## src/rtl/minn_pkg.sv

```systemverilog
`default_nettype none
// ============================================================================
// Package : minn_pkg
// Brief   : FSM/segment types and saturating negation for minn_preamble_gen.
// Rev     : 1.0
// ============================================================================
package minn_pkg;

    typedef enum logic [0:0] {
        IDLE = 1'b0,
        PLAY = 1'b1
    } state_t;

    typedef logic [1:0] seg_t;

    localparam int c_MAX_W = 64;

    // Operand is sign-extended to c_MAX_W. The caller truncates the result
    // back to `width` bits. Only the most negative value saturates.
    function automatic logic [c_MAX_W-1:0] sat_neg(input logic [c_MAX_W-1:0] x,
                                                   input int                 width);
        logic [c_MAX_W-1:0] min_val;
        min_val = {c_MAX_W{1'b1}} << (width - 1);
        if (x == min_val) begin
            sat_neg = ~min_val;
        end else begin
            sat_neg = -x;
        end
    endfunction

endpackage
`default_nettype wire

```

## src/rtl/minn_preamble_gen.sv

```systemverilog
`default_nettype none
// ============================================================================
// Module : minn_preamble_gen
// Brief  : Plays a Minn preamble (+A, +A, -A, -A) from a loadable A memory.
// Rev    : 1.0
// ============================================================================
module minn_preamble_gen
    import minn_pkg::*;
#(
    parameter int WIDTH       = 16,
    parameter int QUARTER_LEN = 16
) (
    input  logic                    clk,
    input  logic                    rst_n,
    input  logic                    load_valid,
    input  logic signed [WIDTH-1:0] load_i,
    input  logic signed [WIDTH-1:0] load_q,
    input  logic                    start,
    output logic                    out_valid,
    input  logic                    out_ready,
    output logic signed [WIDTH-1:0] out_i,
    output logic signed [WIDTH-1:0] out_q,
    output logic                    busy,
    output logic                    done
);

    localparam int                 c_IDX_W    = $clog2(QUARTER_LEN);
    localparam logic [c_IDX_W-1:0] c_LAST_IDX = c_IDX_W'(QUARTER_LEN - 1);

    generate
        if (QUARTER_LEN < 2) begin : g_bad_quarter_len
            $error("minn_preamble_gen: QUARTER_LEN must be >= 2");
        end
        if (WIDTH < 2 || WIDTH >= c_MAX_W) begin : g_bad_width
            $error("minn_preamble_gen: WIDTH must be in 2..63");
        end
    endgenerate

    (* ram_style = "distributed" *) logic [2*WIDTH-1:0] r_mem [QUARTER_LEN];

    state_t                    r_state;
    state_t                    w_state_next;
    logic [c_IDX_W-1:0]        r_load_ptr;
    logic                      r_loaded;
    logic [c_IDX_W-1:0]        r_idx;
    seg_t                      r_seg;
    logic                      r_out_valid;
    logic signed [WIDTH-1:0]   r_out_i;
    logic signed [WIDTH-1:0]   r_out_q;
    logic                      r_done;
    logic                      r_shadow_valid;
    logic [c_IDX_W-1:0]        r_shadow_addr;
    logic [2*WIDTH-1:0]        r_shadow_data;

    logic                      w_load_ok;
    logic                      w_start_ok;
    logic                      w_accept;
    logic                      w_last;
    logic [c_IDX_W-1:0]        w_rd_idx;
    seg_t                      w_rd_seg;
    logic [2*WIDTH-1:0]        w_rd_word;
    logic signed [WIDTH-1:0]   w_rd_i;
    logic signed [WIDTH-1:0]   w_rd_q;
    logic signed [WIDTH-1:0]   w_smp_i;
    logic signed [WIDTH-1:0]   w_smp_q;

    assign w_load_ok  = load_valid && (r_state == IDLE);
    assign w_start_ok = start && (r_state == IDLE) && r_loaded;
    assign w_accept   = r_out_valid && out_ready;
    assign w_last     = (r_seg == 2'd3) && (r_idx == c_LAST_IDX);

    // Index/segment of the sample to present after this edge.
    always_comb begin
        w_rd_idx = '0;
        w_rd_seg = '0;
        if (!w_start_ok) begin
            if (r_idx == c_LAST_IDX) begin
                w_rd_idx = '0;
                w_rd_seg = r_seg + 2'd1;
            end else begin
                w_rd_idx = r_idx + c_IDX_W'(1);
                w_rd_seg = r_seg;
            end
        end
    end

    // A write coinciding with start is shadowed so it cannot alter this preamble.
    assign w_rd_word = (r_shadow_valid && !w_start_ok && (r_shadow_addr == w_rd_idx))
                       ? r_shadow_data : r_mem[w_rd_idx];
    assign w_rd_i    = w_rd_word[2*WIDTH-1:WIDTH];
    assign w_rd_q    = w_rd_word[WIDTH-1:0];

    assign w_smp_i = w_rd_seg[1]
        ? WIDTH'(sat_neg({{(c_MAX_W-WIDTH){w_rd_i[WIDTH-1]}}, w_rd_i}, WIDTH)) : w_rd_i;
    assign w_smp_q = w_rd_seg[1]
        ? WIDTH'(sat_neg({{(c_MAX_W-WIDTH){w_rd_q[WIDTH-1]}}, w_rd_q}, WIDTH)) : w_rd_q;

    always_ff @(posedge clk) begin
        if (!rst_n) begin
            r_state <= IDLE;
        end else begin
            r_state <= w_state_next;
        end
    end

    always_comb begin
        w_state_next = r_state;
        case (r_state)
            IDLE:    if (w_start_ok)          w_state_next = PLAY;
            PLAY:    if (w_accept && w_last)  w_state_next = IDLE;
            default:                          w_state_next = IDLE;
        endcase
    end

    always_comb begin
        busy = (r_state == PLAY);
    end

    always_ff @(posedge clk) begin
        if (rst_n && w_load_ok) begin
            r_mem[r_load_ptr] <= {load_i, load_q};
        end
    end

    always_ff @(posedge clk) begin
        if (!rst_n) begin
            r_load_ptr     <= '0;
            r_loaded       <= 1'b0;
            r_idx          <= '0;
            r_seg          <= '0;
            r_out_valid    <= 1'b0;
            r_out_i        <= '0;
            r_out_q        <= '0;
            r_done         <= 1'b0;
            r_shadow_valid <= 1'b0;
        end else begin
            r_done <= 1'b0;
            if (w_load_ok) begin
                r_load_ptr <= (r_load_ptr == c_LAST_IDX) ? '0 : r_load_ptr + c_IDX_W'(1);
                if (r_load_ptr == c_LAST_IDX) begin
                    r_loaded <= 1'b1;
                end
            end
            if (w_start_ok) begin
                r_shadow_valid <= w_load_ok;
                r_shadow_addr  <= r_load_ptr;
                r_shadow_data  <= r_mem[r_load_ptr];
            end
            if (w_start_ok || (w_accept && !w_last)) begin
                r_idx       <= w_rd_idx;
                r_seg       <= w_rd_seg;
                r_out_valid <= 1'b1;
                r_out_i     <= w_smp_i;
                r_out_q     <= w_smp_q;
            end else if (w_accept && w_last) begin
                r_idx       <= '0;
                r_seg       <= '0;
                r_out_valid <= 1'b0;
                r_done      <= 1'b1;
            end
        end
    end

    assign out_valid = r_out_valid;
    assign out_i     = r_out_i;
    assign out_q     = r_out_q;
    assign done      = r_done;

endmodule
`default_nettype wire

```

## config.mk

```make
export PLATFORM = sky130hd
export DESIGN_NAME = minn_preamble_gen
export DESIGN_NICKNAME = d
export VERILOG_FILES = /design/src/rtl/minn_pkg.sv /design/src/rtl/minn_preamble_gen.sv
export SDC_FILE = /design/constraint.sdc
export NUM_CORES = 1
export LEC_CHECK = 0
export CAP_MARGIN = 30
export CORE_UTILIZATION = 45
export DETAILED_ROUTE_END_ITERATION = 10
export PLACE_DENSITY = 0.58
export SLEW_MARGIN = 0
export SYNTH_ARGS = -nofsm -noshare
export SYNTH_HDL_FRONTEND = slang
export SYNTH_SLANG_ARGS = --single-unit
```

## constraint.sdc

```tcl
create_clock -name clk -period 6.28 [get_ports clk]
set_input_delay 1.256 -clock clk [delete_from_list [all_inputs] [get_ports clk]]
set_output_delay 1.256 -clock clk [all_outputs]
set_load 0.005 [all_outputs]
```

==> flow_summary.ini, run 1 <==
[logic_synthesis]
syn_area_um2 = 28400
postSynth.asyncResetShare = 0
synth_edf_count = 548
synth.distinct_cells = 74
synth_ff_type = edfxtp_1
synth_nets = 2045
ys_ff_latch = 595
synthCells = 2000
synth_seq_area_share = 0.613
synth.avg_cell_area_um2 = 14.2
yosys_warnings = 0

[cts]
cts_resized = 0
cts_tree = done
cts_buffer_depth = 3
clk_pin_slew_worst_paths_ps = 60
clock_latency_ps = 600
clock-sinks = 595
cts_setup_buffers = 0
postCtsHoldBufs = 0
htreeDepth = 3
clockRootBuffer = clkbuf_16
cts_buffers = 67

[place]
dp_hpwl_um = 53700
io_buffer_count = 71
post-place-cells = 2822
gp_congestion = 0.851

[sta]
slew_headroom = 0.184
final.setup_skew_ps = 28.5
rsz0062_at_grt = false
finalCritPeriodShare = 0.803
slew_violations = 0
tightestPinTransition_ps = 1220
final.min_clock_period_ps = 5040
fin_setup_tns_ps = 0
fmaxAchievable_ghz = 0.198
final_hold_viol_count = 0
finalSetupViolCount = 0

[global_routing]
grt_pass1_wl_um = 134000
grt_max_degree = 121
grt_pass1_vias = 19200
antenna_found_initial = 2
track_usage = 0.291
gr-total-overflow = 0

[outcome]
status = finished, final reports clean

[setup_path]
crit_type = primary input to flip-flop
cp.required_ps = 6720
cp-end-kind = flip-flop
crit_path_start_kind = primary input
cp_max_fo = 33
worstPathArrival_ps = 5480

[die]
die_w_um = 253
die-area_um2 = 64100
ios = 72
core_area_um2 = 62100
initial_core_util = 0.458
die_h_um = 253
rows = 91

[layout]
final_core_util = 0.523
area_growth_pct = 14.3
drive_above_1_share = 0.205
final_common_cell = edfxtp_1
layoutNonFillerInstCount = 2941
layout_common_cells = 548 x edfxtp_1, 171 x nand3_1, 160 x mux4_2
final_nets = 2102

[route]
dr.first_iter.drc_count = 2663
wl_um = 91800
drc = 0
vias_per_cell = 6.73
vias = 19800
drt-pass1-iter-count = 9
antenna_left = 0
wire_per_inst_um = 31.2

[pwr]
leakage_uw = 0.0103
p_per_area_nw_per_um2 = 260
ir_worst_vdd_mv = 0.155

[min_path]
min_path_type = flip-flop to flip-flop

[job]
max-cap-violations = 0
==> worst paths after layout <==
path	cells past startpoint	startpoint	end	slack, ps
worst max-delay path	13	start	out_q[1]$_SDFFE_PN0P_	1240
worst min-delay path	2	r_shadow_valid$_SDFFE_PN0P_	r_shadow_valid$_SDFFE_PN0P_	500
worst max register to register	12	r_idx[1]$_SDFFE_PN0P_	out_q[1]$_SDFFE_PN0P_	1410
worst min register to register	2	r_shadow_valid$_SDFFE_PN0P_	r_shadow_valid$_SDFFE_PN0P_	500
==> power breakdown <==
part	total, uW	internal (uW)	leakage [uW]	switching (uW)
clock	3710	2160	0.000993	1550
sequential	4370	4350	0.00532	23.0
combinational	348	165	0.00397	183
==> synth_stat cells, types with 19 or more instances <==
| cell type | n | area share |
|---|---|---|
| nand2_1 | 136 | 0.018 |
| nor3_1 | 29 | 0.0051 |
| mux4_2 | 160 | 0.13 |
| a32oi_1 | 27 | 0.0083 |
| mux2_2 | 23 | 0.0091 |
| nor2_1 | 55 | 0.0073 |
| o211ai_1 | 21 | 0.0056 |
| edfxtp_1 | 548 | 0.58 |
| and3_1 | 80 | 0.018 |
| nand3_1 | 171 | 0.030 |
| a31oi_1 | 40 | 0.0088 |
| buf_1 | 19 | 0.0025 |
| or4_1 | 19 | 0.0050 |
| a211oi_1 | 74 | 0.020 |
| nand4_1 | 29 | 0.0064 |
| a21oi_1 | 57 | 0.010 |
| mux2i_1 | 21 | 0.0074 |
| buf_2 | 67 | 0.012 |
| dfxtp_1 | 47 | 0.033 |
| o21ai_0 | 123 | 0.022 |
| clkbuf_1 | 77 | 0.010 |
==> metal layers <==
metal	up-vias	GRT usage	share of wire
met5	-	0	0.00034
met4	4	0.108	0.033
met3	211	0.0648	0.11
met2	1302	0.444	0.46
met1	10100	0.406	0.40
li1	8203	-	-
==> metrics by stage <==
stage	power, uW	cell area [um2]	hold slack [ps]	setup slack [ps]
3_5_place_dp	4800	30400	481	771
6_report	8430	32500	500	1240
3_3_place_gp	4800	30300	465	841
5_1_grt	8640	32400	532	1060
2_1_floorplan	4660	28400	406	1800
4_1_cts	8480	32400	491	1360
==> cell type report <==
cell class	instances	area, um2
fillers	5094	29600
flip-flops and latches	595	17400
multi-input cells	1216	10300
clock buffers	83	1780
repair buffers	166	1600
well taps	837	1050
clock inverters	32	250
inverters	11	41.3
diodes	1	2.50
==> worst max-delay path, cell delays in order <==
cell and delay [ps]:
clkdlybuf4s50_1 500, nand3b_1 150, buf_4 280, nand2_4 290, buf_4 430, a211oi_1 130
or4_1 520, a31oi_1 700, nor2_1 230, nand4_4 220, nor3b_2 80, a41oi_4 490
a31oi_1 150
==> cell families after synthesis <==
logic type               share of synthesized area
flip-flops                                   0.613
AND/OR/NAND/NOR                             0.0999
AO/OA/AOI/OAI                               0.0980
multiplexers                                 0.143
buffers and inverters                       0.0306
XOR/XNOR                                    0.0120
adder cells (fa/ha/maj)                    0.00352
==> flip-flops by register name, indices dropped and copies added, names as in the netlist <==
register,flops
done,1
r_mem,512
out_valid,1
busy,1
r_loaded,1
r_idx,4
r_shadow_data,32
r_shadow_valid,1
out_q,16
r_seg,2
r_load_ptr,4
out_i,16
r_shadow_addr,4
Note: power is estimated with default switching activity, not from simulation.
==> run 2, diff against run 1 <==
--- a/config.mk
+++ b/config.mk
@@ -8,7 +8,7 @@
 export CAP_MARGIN = 30
 export CORE_UTILIZATION = 45
 export DETAILED_ROUTE_END_ITERATION = 10
-export PLACE_DENSITY = 0.58
+export PLACE_DENSITY = 0.6
 export SLEW_MARGIN = 0
 export SYNTH_ARGS = -nofsm -noshare
 export SYNTH_HDL_FRONTEND = slang
==> constraint.sdc (replaced) <==
create_clock -name clk -period 4.4 [get_ports clk]
set_input_delay 0.88 -clock clk [delete_from_list [all_inputs] [get_ports clk]]
set_output_delay 0.88 -clock clk [all_outputs]
set_load 0.005 [all_outputs]
==> run 2 against run 1 <==
Effect of this change: worst setup slack worse by 850 ps; clock skew fell by 6.0 ps; via count grew 1.4%; clock-buffer cell count fell by 12; wire length down 2.2%; hold slack improved by 6.4 ps; flip-flop and latch count did not move; global-route usage down 0.87 points; cell count up 2.6%; die area unchanged; sequential power up 43%; core utilization up 1.4 points.
==> flow_summary.ini, run 2 (synthesized netlist as in run 1, its figures left out) <==
[place]
post-place-cells = 2904
gp_congestion = 0.882
io_buffer_count = 71
dp_hpwl_um = 54600
pre_cts_ws_ps = -17.9

[setup_path]
reg2reg_from = r_idx[1]$_SDFFE_PN0P_
crit_buf_inv = 3
cp_cell_sequence = ha_1, xor2_2, buf_4, nor3_2, buf_4, a32oi_1, nor4b_1, a211o_1, a22oi_4, nand4_4, nor3b_2, a41oi_4, buf_12, a31o_1
critPathMaxStageDelay_ps = 550
cp-end-kind = flip-flop
cp.required_ps = 4920
cp_top_family = compound AO/OA/AOI/OAI gates
worstPathArrival_ps = 4530
cp.depth = 14
r2r_slack_ps = 390
cp_max_fo = 16
reg2reg_depth = 14
crit_path_start_kind = flip-flop
crit_type = flip-flop to flip-flop
rr_endpoint = out_q[15]$_SDFFE_PN0P_
worst_path_most_repeated_cell = buf_4
crit_slowest_cell = ha_1

[min_path]
holdPathEnd = r_shadow_valid$_SDFFE_PN0P_
min_path_type = flip-flop to flip-flop
worstHoldStart = r_shadow_valid$_SDFFE_PN0P_
worstHoldPathCells = 2

[sta]
slew_headroom = 0.493
layout_setup_ws_ps = 386
final.setup_skew_ps = 22.5
rsz0062_at_grt = false
holdWs_ps = 507
final_hold_viol_count = 0
tightestPinTransition_ps = 760
final.min_clock_period_ps = 4010
fmaxAchievable_ghz = 0.249
finalCritPeriodShare = 0.912
slew_violations = 0
finalSetupViolCount = 0

[cts]
cts_tree = done
clock-sinks = 595
cts_resized = 0
clockRootBuffer = clkbuf_16
clock_latency_ps = 640
clk_pin_slew_worst_paths_ps = 60
cts_buffer_depth = 3
cts_setup_buffers = 0
postCtsHoldBufs = 0
cts_buffers = 60
htreeDepth = 2

[layout]
largest-register = r_mem
final_nets = 2174
drive_above_1_share = 0.236
fillers = 4981
largest_register_ffs = 512
final_common_cell = edfxtp_1
final_core_util = 0.537
area_growth_pct = 17.4
reg.largest.list = r_mem (512), r_shadow_data (32)
layout_common_cells = 548 x edfxtp_1, 171 x nand3_1, 160 x mux4_2
layoutNonFillerInstCount = 3018

[die]
initial_core_util = 0.458
die-area_um2 = 64100
die_h_um = 253
die_w_um = 253
core_area_um2 = 62100
rows = 91
ios = 72

[route]
antenna_left = 0
dr.first_iter.drc_count = 2322
vias_per_cell = 6.65
wl_um = 89800
drt-pass1-iter-count = 9
drc = 0
vias = 20100
wire_per_inst_um = 29.7

[outcome]
status = finished, final reports clean

[pwr]
leakage_uw = 0.0108
p_per_area_nw_per_um2 = 366
ir_worst_vdd_mv = 0.354

[global_routing]
grt_pass1_vias = 19600
track_usage = 0.282
grt_pass1_wl_um = 132000
gr-total-overflow = 0
grt_max_degree = 94
antenna_found_initial = 2

[job]
max-cap-violations = 0
[run 2: cell types whose count changed in the layout (fill, tap and decap cells not counted), sizes merged]
cell and delta:
buf +79, bufinv +8, clkbuf -12, clkinv -2, clkinvlp +3, inv +1
[run 2: tightest hold or removal path: cells and delay by family (launching register included)]
family / cells / cell delay, ps
AO/OA/AOI/OAI: 1 / 90
flip-flops: 1 / 300
AND/OR/NAND/NOR: 1 / 70
[run 2: final cells by class]
| cell class | instances | area, um2 | area share |
|---|---|---|---|
| antenna | 1 | 2.50 | 0.0000751 |
| clock buffer | 71 | 1560 | 0.0469 |
| clock inverter | 42 | 522 | 0.0157 |
| inverter | 11 | 41.3 | 0.00124 |
| multi-input combinational | 1216 | 10300 | 0.310 |
| sequential | 595 | 17400 | 0.522 |
| tap | 837 | 1050 | 0.0314 |
| timing repair buffer | 245 | 2430 | 0.0729 |
[run 2: per-stage QoR]
stage | instance area [um2] | total power (uW) | setup TNS [ps]
after floorplan | 28400 | 6650 | 0
after global placement | 31300 | 6850 | -375
after detailed placement | 31300 | 6860 | -70.9
after CTS | 33300 | 12300 | 0
after global routing | 33300 | 12500 | 0
final | 33300 | 12200 | 0
[run 2: layer usage]
layer	up-vias	global-route usage	part of all wire
met5	-	0	0.00010
met4	2	0.0984	0.034
met3	231	0.0534	0.099
met2	1253	0.450	0.47
met1	10300	0.387	0.40
li1	8341	-	-
[run 2: worst max-delay path by stage]
stage,from,to
2_1_floorplan,load_valid,r_mem[0][0]$_DFFE_PP_
3_3_place_gp,start,out_i[0]$_SDFFE_PN0P_
3_5_place_dp,start,out_i[3]$_SDFFE_PN0P_
4_1_cts,r_idx[1]$_SDFFE_PN0P_,out_q[7]$_SDFFE_PN0P_
5_1_grt,r_idx[1]$_SDFFE_PN0P_,out_q[7]$_SDFFE_PN0P_
6_report,r_idx[1]$_SDFFE_PN0P_,out_q[15]$_SDFFE_PN0P_
[run 2: power breakdown]
part / internal [uW] / switching, uW / total (uW)
sequential: 6210 / 30.2 / 6240
clock: 3240 / 2210 / 5440
combinational: 243 / 263 / 507
